**config.mk**
```make
export PLATFORM = sky130hd
export DESIGN_NAME = fifo_port_ctrl
export DESIGN_NICKNAME = d
export VERILOG_FILES = /design/src/rtl/fifo_port_ctrl.sv
export SDC_FILE = /design/constraint.sdc
export NUM_CORES = 1
export LEC_CHECK = 0
export CAP_MARGIN = 20
export CORE_MARGIN = 1
export CORE_UTILIZATION = 30
export DETAILED_ROUTE_END_ITERATION = 10
export GPL_TIMING_DRIVEN = 1
export SLEW_MARGIN = 30
export SYNTH_ARGS = -nofsm -noshare
export SYNTH_HDL_FRONTEND = slang
export SYNTH_SLANG_ARGS = --single-unit
```
**constraint.sdc**
```tcl
create_clock -name CLOCK -period 2.1 [get_ports CLOCK]
set_input_delay 0.42 -clock CLOCK [delete_from_list [all_inputs] [get_ports CLOCK]]
set_output_delay 0.42 -clock CLOCK [all_outputs]
set_load 0.03 [all_outputs]
```
**src/rtl/fifo_port_ctrl.sv**
```systemverilog
// Port controller for one vendor FIFO: two-way round-robin writer, latency-tracked
// reader, and a small circular output buffer presented as a valid/ready stream.
module fifo_port_ctrl #(
    parameter int WIDTH      = 8,
    parameter int RD_LATENCY = 1,
    parameter int OBUF_DEPTH = 4
) (
    input  logic             CLOCK,
    input  logic             RESET,
    input  logic             EN,
    input  logic             A_VALID,
    input  logic [WIDTH-1:0] A_DATA,
    output logic             A_READY,
    input  logic             B_VALID,
    input  logic [WIDTH-1:0] B_DATA,
    output logic             B_READY,
    output logic             FIFO_WREN,
    output logic [WIDTH-1:0] FIFO_DATA,
    input  logic             FIFO_FULL,
    output logic             FIFO_RDEN,
    input  logic [WIDTH-1:0] FIFO_Q,
    input  logic             FIFO_EMPTY,
    output logic             OUT_VALID,
    output logic [WIDTH-1:0] OUT_DATA,
    input  logic             OUT_READY,
    output logic             LAST_GRANT
);
    localparam int PW = $clog2(OBUF_DEPTH);
    localparam int CW = PW + 1;
    localparam logic [CW:0] DEPTH_C = (CW + 1)'(OBUF_DEPTH);

    logic                  last_grant_q, last_grant_d;
    logic [RD_LATENCY-1:0] rd_pipe_q, rd_pipe_d;
    logic [PW-1:0]         wr_ptr_q, wr_ptr_d;
    logic [PW-1:0]         rd_ptr_q, rd_ptr_d;
    logic [CW-1:0]         count_q, count_d;
    logic [WIDTH-1:0]      mem_q [OBUF_DEPTH];

    logic [CW:0] inflight;
    logic [CW:0] credit_used;
    logic        any_valid, grant_b, wren, rden, push, pop;

    // Handshake: a word moves on any interface in a cycle where its valid and
    // ready are both high; valid/data are held by the source until then.
    always_comb begin
        any_valid   = A_VALID | B_VALID;
        grant_b     = B_VALID & (~A_VALID | ~last_grant_q);
        wren        = ~RESET & EN & ~FIFO_FULL & any_valid;
        last_grant_d = wren ? grant_b : last_grant_q;

        inflight = '0;
        for (int i = 0; i < RD_LATENCY; i++) begin
            inflight = inflight + {{CW{1'b0}}, rd_pipe_q[i]};
        end
        // Credits come from registered counts only, so a pop frees space next cycle.
        credit_used = inflight + {1'b0, count_q};
        rden        = ~RESET & EN & ~FIFO_EMPTY & (credit_used < DEPTH_C);

        rd_pipe_d    = '0;
        rd_pipe_d[0] = rden;
        for (int i = 1; i < RD_LATENCY; i++) begin
            rd_pipe_d[i] = rd_pipe_q[i-1];
        end

        push     = rd_pipe_q[RD_LATENCY-1];
        pop      = (count_q != '0) & OUT_READY;
        wr_ptr_d = wr_ptr_q + PW'(push);
        rd_ptr_d = rd_ptr_q + PW'(pop);
        count_d  = count_q + CW'(push) - CW'(pop);
    end

    always_ff @(posedge CLOCK) begin
        if (RESET) begin
            last_grant_q <= 1'b1;
            rd_pipe_q    <= '0;
            wr_ptr_q     <= '0;
            rd_ptr_q     <= '0;
            count_q      <= '0;
        end else begin
            last_grant_q <= last_grant_d;
            rd_pipe_q    <= rd_pipe_d;
            wr_ptr_q     <= wr_ptr_d;
            rd_ptr_q     <= rd_ptr_d;
            count_q      <= count_d;
`ifndef SYNTHESIS
            if (push) begin
                assert (count_q < DEPTH_C[CW-1:0])
                else $error("fifo_port_ctrl: push into full output buffer");
            end
`endif
        end
    end

    always_ff @(posedge CLOCK) begin
        if (!RESET && push) begin
            mem_q[wr_ptr_q] <= FIFO_Q;
        end
    end

    assign A_READY    = wren & ~grant_b;
    assign B_READY    = wren & grant_b;
    assign FIFO_WREN  = wren;
    assign FIFO_DATA  = grant_b ? B_DATA : A_DATA;
    assign FIFO_RDEN  = rden;
    assign OUT_VALID  = (count_q != '0);
    // Idle output shows zero so a discarded or consumed word never lingers.
    assign OUT_DATA   = OUT_VALID ? mem_q[rd_ptr_q] : '0;
    assign LAST_GRANT = last_grant_q;
endmodule

```
## After elaboration in Yosys (flattened, before gate mapping)

Memories as Yosys holds them, arrays and structs flattened. A register that Yosys moved wholly into a read port is not among the register bits.
Index checks and enable logic that the tools add are counted.

| word-level totals | value |
|---|---|
| flip-flop bits (word level) | 9 |
| RAM bits | 32 |
| bits of input ports | 32 |
| output and inout bits | 22 |
| logic and storage cells | 37 |
| memories kept | 1 |

| cells by class | value |
|---|---|
| add/sub/neg operators | 5 |
| order comparisons | 1 |
| multiplexer cells | 5 |
| bitwise logic cells | 17 |
| reduce and logical (&&, ||, !) cells | 3 |

Memories:

| memory | depth | bits a word | rd ports | clocked after memory_dff | wr ports | line | source |
|---|---|---|---|---|---|---|---|
| mem_q | 4 | 8 | 1 | 1 | 1 | 37 | `logic [WIDTH-1:0] mem_q [OBUF_DEPTH];` |

Operators with widths:

| operator | count |
|---|---|
| $mux W8 | 2 |
| $and A1 B1 Y1 | 9 |
| $not A1 Y1 | 6 |
| $add A1 B3 Y4 | 1 |
| $add A2 B1 Y2 | 2 |
| $lt A4 B3 Y1 const B | 1 |
| $add A3 B1 Y3 | 1 |
| $reduce_bool A3 Y1 | 1 |
| $sub A3 B1 Y3 | 1 |
| $mux W1 | 2 |
| $mux W2 | 1 |
| $or A1 B1 Y1 | 2 |
| $logic_and A1 B1 Y1 | 1 |
| $logic_not A1 Y1 | 1 |

## Logic depth before layout (Yosys ltp)

Gate-level depths: netlist of the first run.

| depth | value |
|---|---|
| depth after elaboration | 5 |
| gate-level depth with buffers | 7 |
| depth with buffers taken out | 7 |

## Least setup slack after synthesis of the first run

OpenSTA, ideal clock, no wires.

| timing path | value |
|---|---|
| kind | reg-to-output |
| start point | register count_q[1] |
| end point | output port FIFO_RDEN |
| arrival | 1.916 ns |
| slack | -0.236 ns |
| cell stages (with the launch flop) | 5 |
| cells stage by stage | dfxtp_1 -> ha_1 -> and4b_1 -> mux2i_1 -> nor4b_1 |

| between the ends | value |
|---|---|
| cells in the longest elaborated chain, start to end | 3 |

RTL lines:

| element | line | source |
|---|---|---|
| start, declared | 36 | `logic [CW-1:0] count_q, count_d;` |
| start signal, assigned | 84 | `count_q <= count_d;` |
| $add A1 B3 Y4 | 56 | `credit_used = inflight + {1'b0, count_q};` |
| $lt A4 B3 Y1 | 57 | `rden = ~RESET & EN & ~FIFO_EMPTY & (credit_used < DEPTH_C);` |
| $and A1 B1 Y1 | 57 |  |
| end, declared | 20 | `output logic FIFO_RDEN,` |

Every way passes these cells.

==> metrics, run 1 <==
number of instances in the placed design 253; end of the worst hold path wr_ptr_q[1]$_SDFF_PP0_; Final Hold Violating Endpoints 0; drt total wl between 3000 and 4000 µm; area grow syn2layout 46.27%; peak supply drop ~470 µV; htree depth 2; total grt overflow 0; DIE AREA 6585 µm²; post-place setup slack -0.5313 ns; drt pass-1 iters 4; Worst-Skew Late Latency between 0.2 and 0.3 ns; Die Span X ~81 µm; syn_area_per_cell around 17 µm²; Seq/Total Area, Yosys 60.72%; count leader, synth edfxtp_1; Layout Cells excl Fill roughly 270; placed inst area 2613 µm²; antenna-violating nets left 0; post-DR wirelength/cell around 15 µm; Starting Density roughly a third; Inserted Clock Buffers 5; net count after synthesis 148; Die Y ~80 µm; Max transition margin between 70 and 80%; count of inserted antenna diode cells 0; Core Area about 6000 µm²; dominant cell type by area after synthesis edfxtp_1; synthesized area 1879 µm²; initial antenna violation count 0; final setup violation count 0; ranking of synthesized cells by area edfxtp_1 (51%), dfxtp_1 (9.6%), mux4_2 (9.6%), nor2b_4 (5.9%), mux2_1 (4.8%); Worst path slowest cell mux4_2; vias in the first global route between 1000 and 1500; Pleak between 1 and 1.5 nW; CP startpoint kind register; hold crit path type reg -> reg; RSZ-0062 raised after global routing true; Ys Warns 0; #FFs+latches synth 41; Max Clk Rate between 0.4 and 0.5 GHz; CP arrival between 1.5 and 2 ns; Longest Clk Path Bufs 2; root buffer cell clkbuf_8; Slew Limit Fails 0; DRC Markers 0; Hold Crit Depth 2; crit path time final 2.020 ns; Worst Skew a little over 0.005 ns; cells after synthesis ~110; I/O pin total 54; Post-layout nets roughly 230; CP required 1.68 ns; largest net degree at the start of global routing 13; fin area 2749 µm²; Final Util approximately 46%; Post-synth EDFFs 32; synth cell count leaders edfxtp_1 (32), dfxtp_1 (9), mux2_1 (8), mux4_2 (8), nor2b_4 (8); Final GP Congestion approximately 0.76; slowest stage delay, CP 0.51 ns; final setup TNS 0 ns; CTS clock-pin slew for the worst setup and hold paths approximately 0.070 ns; CTS tree done; register-to-register setup slack 0.29 ns; min setup slack post-route around 0.080 ns; critical-path cell list buf_4 -> mux4_2 -> nor2b_4 -> buf_2; HPWL after detailed placement between 2000 and 3000 µm; worst r2r src count_q[2]$_SDFF_PP0_; R2R cell count 7; kind of critical path reg -> out; fraction of layout cells with a size suffix above 1 40.31%; Core Rows 28; status finished, final reports clean; post-synth cell types 34; gr usage total 13.25%; max-cap viol count 0; top_reg_cell synth edfxtp_1; Vias approximately 1200; power per standard cell area 1016 nW/µm²; initial DRC count around 50; crit path capture type output pin; Critical R2R Capture count_q[2]$_SDFF_PP0_; Hold Path Origin wr_ptr_q[1]$_SDFF_PP0_; Final Cycle Share between 90 and 100%; CTS sink cnt between 40 and 50; Slew @ Worst Pin between 0.3 and 0.4 ns; area fraction of the dominant cell type after synthesis 51.13%; # port buffers 53; hold_ws 0.5840 ns; critical-path maximum fanout 4; asr flop ratio synth 0%; first-pass GRT wire length 6230 µm; Total Power ~2.8 mW; via/cell ratio ~4.7
[worst max-delay path by stage]
stage | slack, ns | cells past startpoint | endpoint | startpoint
4_1_cts | -0.05 | 4 | OUT_DATA[5] | rd_ptr_q[0]$_SDFF_PP0_
2_1_floorplan | 0.15 | 2 | B_READY | LAST_GRANT$_SDFFE_PP1N_
3_3_place_gp | -0.47 | 4 | FIFO_DATA[1] | B_VALID
5_1_grt | -0.004 | 5 | FIFO_RDEN | count_q[1]$_SDFF_PP0_
3_5_place_dp | -0.53 | 4 | FIFO_DATA[6] | B_VALID
6_report | 0.08 | 4 | OUT_DATA[7] | rd_ptr_q[0]$_SDFF_PP0_
[kinds of logic after synthesis]
group	synth area share, %
buffers and inverters	2.064
AO/OA/AOI/OAI	3.062
adder cells (fa/ha/maj)	3.063
AND/OR/NAND/NOR	14.32
flip-flops	60.72
XOR/XNOR	1.865
multiplexers	14.91
[cell type report]
type / count / area, µm²
Multi-Input combinational cell: 66 / 753.2
Clock buffer: 5 / 68.82
Timing Repair Buffer: 75 / 639.4
Fill cell: 538 / 3242
Sequential cell: 41 / 1151
Inverter: 2 / 7.507
Tap cell: 75 / 93.84
Clock inverter: 2 / 35.03
[critical path: cells and delay by family (launching register included)]
family	cells	cell delay [ns]
buffers and inverters	2	0.33
flip-flops	1	0.35
multiplexers	1	0.51
AND/OR/NAND/NOR	1	0.14
[state kept, by name, summed over array words and instances, names as in the netlist]
name,count
wr_ptr_q,2
rd_ptr_q,2
mem_q,32
LAST_GRANT,1
push,1
count_q,3
[where the power goes]
group	internal, mW	switching, mW	leakage, nW
clock	0.345	0.240	0.0540
sequential	0.930	0.0773	0.364
combinational	0.595	0.605	0.621
[layout by cell type (no fill, tap or decap), types with 2 or more instances in the layout]
cell / count
edfxtp_1: 32
clkdlybuf4s50_1: 31
buf_4: 25
buf_2: 12
mux4_2: 8
nor2b_4: 8
mux2_1: 8
nor2_1: 7
dfxtp_1: 5
clkbuf_8: 5
xnor2_1: 3
nor2b_1: 3
nor3b_1: 3
a21boi_4: 2
inv_1: 2
nand2_1: 2
ha_1: 2
dfxtp_4: 2
dlygate4sd2_1: 2
clkdlybuf4s15_2: 2
dfxtp_2: 2
[repair_timing]
item | in CTS | in global routing
hold buffers | 0 | 0
pin swaps | 2 | 2
gates cloned | 1 | 0
buffers inserted | 3 | 2
endpoints found under the setup margin | 19 | 8
resized for setup | 72 | 12
[routing by layer]
metal	routed length (µm)	track usage, %	share of wire [%]	up-vias
met3	306	3.933	7.8	4
met2	2123	24.87	54	58
met5	0	0	0	-
li1	-	-	-	588
met4	24	4.286	0.61	0
met1	1454	14.03	37	594
(Power assumes the default switching activity.)
==> inputs of run 2 (changes only) <==
CAP_MARGIN = default   (was 20)
==> results of run 2 <==
No change in the layout: final DEF, timing and power equal those of run 1.
==> inputs of run 3 (changes only) <==
CORE_UTILIZATION = 45   (was 30)
PLACE_DENSITY = 0.83   (was default)
==> run 3 against run 2 <==
  * Via count up 1.4%
  * Die area down 33%
  * Sequential power about the same
  * Non-clock buffer count unchanged
  * Largest power group unchanged
  * Final cell count down 9.0%
  * Flip-flop and latch count unchanged
  * Largest cell class unchanged
  * Count of clock-buffer cells in the layout up 3
  * Total power down 5.0%
  * Global-route usage up 7.4 points
  * Fmax down 1.5%
  * Hold slack better by 0.0034 ns
  * Clock skew down 0.0026 ns
==> metrics, run 3 (same netlist as run 1, synthesis figures left out) <==
I/O pin total 54 (unchanged); Total Power 2.653 mW (-5.0%); htree depth 2 (unchanged); WL met3 280 µm (-8.5%); CP required 1.68 ns (about the same); peak supply drop 540.6 µV (+14%); hold crit path type reg -> reg; critical-path maximum fanout 4 (unchanged); drt total wl 3936 µm (+0.72%); clock power share 17.6% (-3.3 points); Die Span X 66.63 µm (-18%); final setup TNS 0 ns (unchanged); area grow syn2layout 43.48%; sw frac 34.17% (+1.1 points); via/cell ratio 5.211 (+11%); DIE AREA 4439 µm² (-33%); Layout Cells excl Fill 242 (-9.0%); highest metal used met4; Pleak 1.027 nW (-1.2%); Die Y 66.63 µm (-18%); status finished, final reports clean; count of inserted antenna diode cells 0 (unchanged); DRC Markers 0 (unchanged); Vias 1261 (+1.4%); Longest Clk Path Bufs 2 (unchanged); Worst Skew 0.002572 ns (-0.002598 ns); Final Cycle Share 97.65% (+1.5 points); P_int 1.747 mW (-6.6%); first-pass GRT wire length 6258 µm (+0.45%); family with the most delay on the worst path simple AND/OR/NAND/NOR gates; # port buffers 53 (unchanged); Core Rows 23 (-18%); HPWL after detailed placement 2987 µm (+4.1%); vias in the first global route 1380 (+2.2%); CTS tree done; Largest Register mem_q; crit path time final 2.051 ns (+0.03068 ns); most common cell after layout, fill and taps aside edfxtp_1; Inserted Clock Buffers 5 (unchanged); max reg flops 32 (unchanged); gr usage total 20.67% (+7.4 points); Final GP Congestion 0.9560 (+26%); CTS clock-pin slew for the worst setup and hold paths 0.07 ns (about the same); Largest regs mem_q x32, count_q x3; fillers 269 (-50%); initial DRC count 54 (+5.9%); slowest stage delay, CP 0.36 ns (-0.15 ns); total grt overflow 0 (unchanged); Core Area 4000 µm² (-33%); antenna-violating nets left 0 (unchanged); combinational share of power 44.8% (+1.8 points); power per standard cell area 983.9 nW/µm² (-3.1%); Slew Limit Fails 0 (unchanged); max-cap viol count 0 (unchanged); initial antenna violation count 0 (unchanged); most frequent cells in the layout edfxtp_1 (32), clkdlybuf4s50_1 (30), buf_4 (26), buf_2 (11); Starting Density 46.98% (+16 points); DR WL met2 2238 µm (+5.4%); CTS Hold Buffers Added 0 (unchanged); Post-layout nets 227 (unchanged); largest net degree at the start of global routing 12 (-1); Crit path buffers/inverters 1 (-1); root buffer cell clkbuf_8; RSZ-0062 raised after global routing true; Max transition margin 78.07% (-0.50 points); final setup violation count 0 (unchanged); CP startpoint kind register; critical-path cell list ha_4 -> and4b_1 -> mux2i_2 -> nor4b_2 -> buf_4; CP arrival 1.63 ns (+0.03 ns); fraction of layout cells with a size suffix above 1 39.06% (-1.3 points); Worst path slowest cell dfxtp_2; CTS sink cnt 41 (unchanged); kind of critical path reg -> out; crit path capture type output pin; Max Clk Rate 0.4877 GHz (-1.5%); sequential share of power 37.6% (+1.5 points); Net Switching 0.9064 mW (-1.7%); drt pass-1 iters 4 (unchanged); post-DR wirelength/cell 16.26 µm (+11%); number of instances in the placed design 227 (-10%); Final Hold Violating Endpoints 0 (unchanged); Slew @ Worst Pin 0.3279 ns (+0.007552 ns); M1 WL 1301 µm (-11%); Worst-Skew Late Latency 0.28 ns (about the same)
-- run 3: per-layer routing --
metal	track usage, %	vias up
met4	9.840	0
met3	7.705	11
met5	0	-
met1	18.10	602
met2	40.15	61
li1	-	587
-- run 3: final cells by class --
type | count | area, µm² | share of cell area (%)
inverter | 2 | 7.507 | 0.2784
sequential | 41 | 1149 | 42.60
timing repair buffer | 75 | 650.6 | 24.13
tap | 50 | 62.56 | 2.320
clock buffer | 8 | 80.08 | 2.970
multi-input combinational | 66 | 747.0 | 27.70
-- run 3: stage by stage --
stage | utilization (%) | hold WS [ns] | setup WS (ns) | instance area [µm²]
after floorplan | - | 0.4916 | 0.1484 | 1892
after global placement | 64.72 | 0.5473 | -0.4878 | 2589
after detailed placement | 64.72 | 0.5668 | -0.5444 | 2589
after CTS | 66.69 | 0.5883 | 0.007093 | 2668
after global routing | 67.41 | 0.6427 | -0.05330 | 2696
final | 67.41 | 0.5874 | 0.04941 | 2696
-- run 3: what timing repair did --
action,in CTS,in global routing
cloned,1,0
buffers inserted,4,2
endpoints found under the setup margin,19,2
gates resized for setup,85,7
pin swaps,1,1
-- run 3: final timing paths --
| check | to | from | slack, ns | cells after the start |
|---|---|---|---|---|
| hold / removal | wr_ptr_q[1]$_SDFF_PP0_ | wr_ptr_q[1]$_SDFF_PP0_ | 0.59 | 2 |
| hold reg to reg | wr_ptr_q[1]$_SDFF_PP0_ | wr_ptr_q[1]$_SDFF_PP0_ | 0.59 | 2 |
| setup reg to reg | count_q[2]$_SDFF_PP0_ | count_q[1]$_SDFF_PP0_ | 0.25 | 8 |
| setup / recovery | FIFO_RDEN | count_q[2]$_SDFF_PP0_ | 0.05 | 5 |
-- run 3: power by group through the flow --
stage	Clock [mW]	Sequential [mW]	Combinational [mW]
2_1_floorplan	0	0.981	0.813
3_3_place_gp	0	0.999	1.21
5_1_grt	0.524	1.00	1.28
6_report	0.468	0.997	1.19
3_5_place_dp	0	1.01	1.25
4_1_cts	0.486	0.993	1.18
-- run 3: worst register-to-register path, cell delays in order (launching register included) --
cell	delay [ns]
dfxtp_4	0.37
buf_4	0.13
o31ai_2	0.24
xnor2_1	0.17
ha_1	0.19
inv_1	0.07
fa_1	0.38
xnor2_1	0.16
nor2_1	0.05
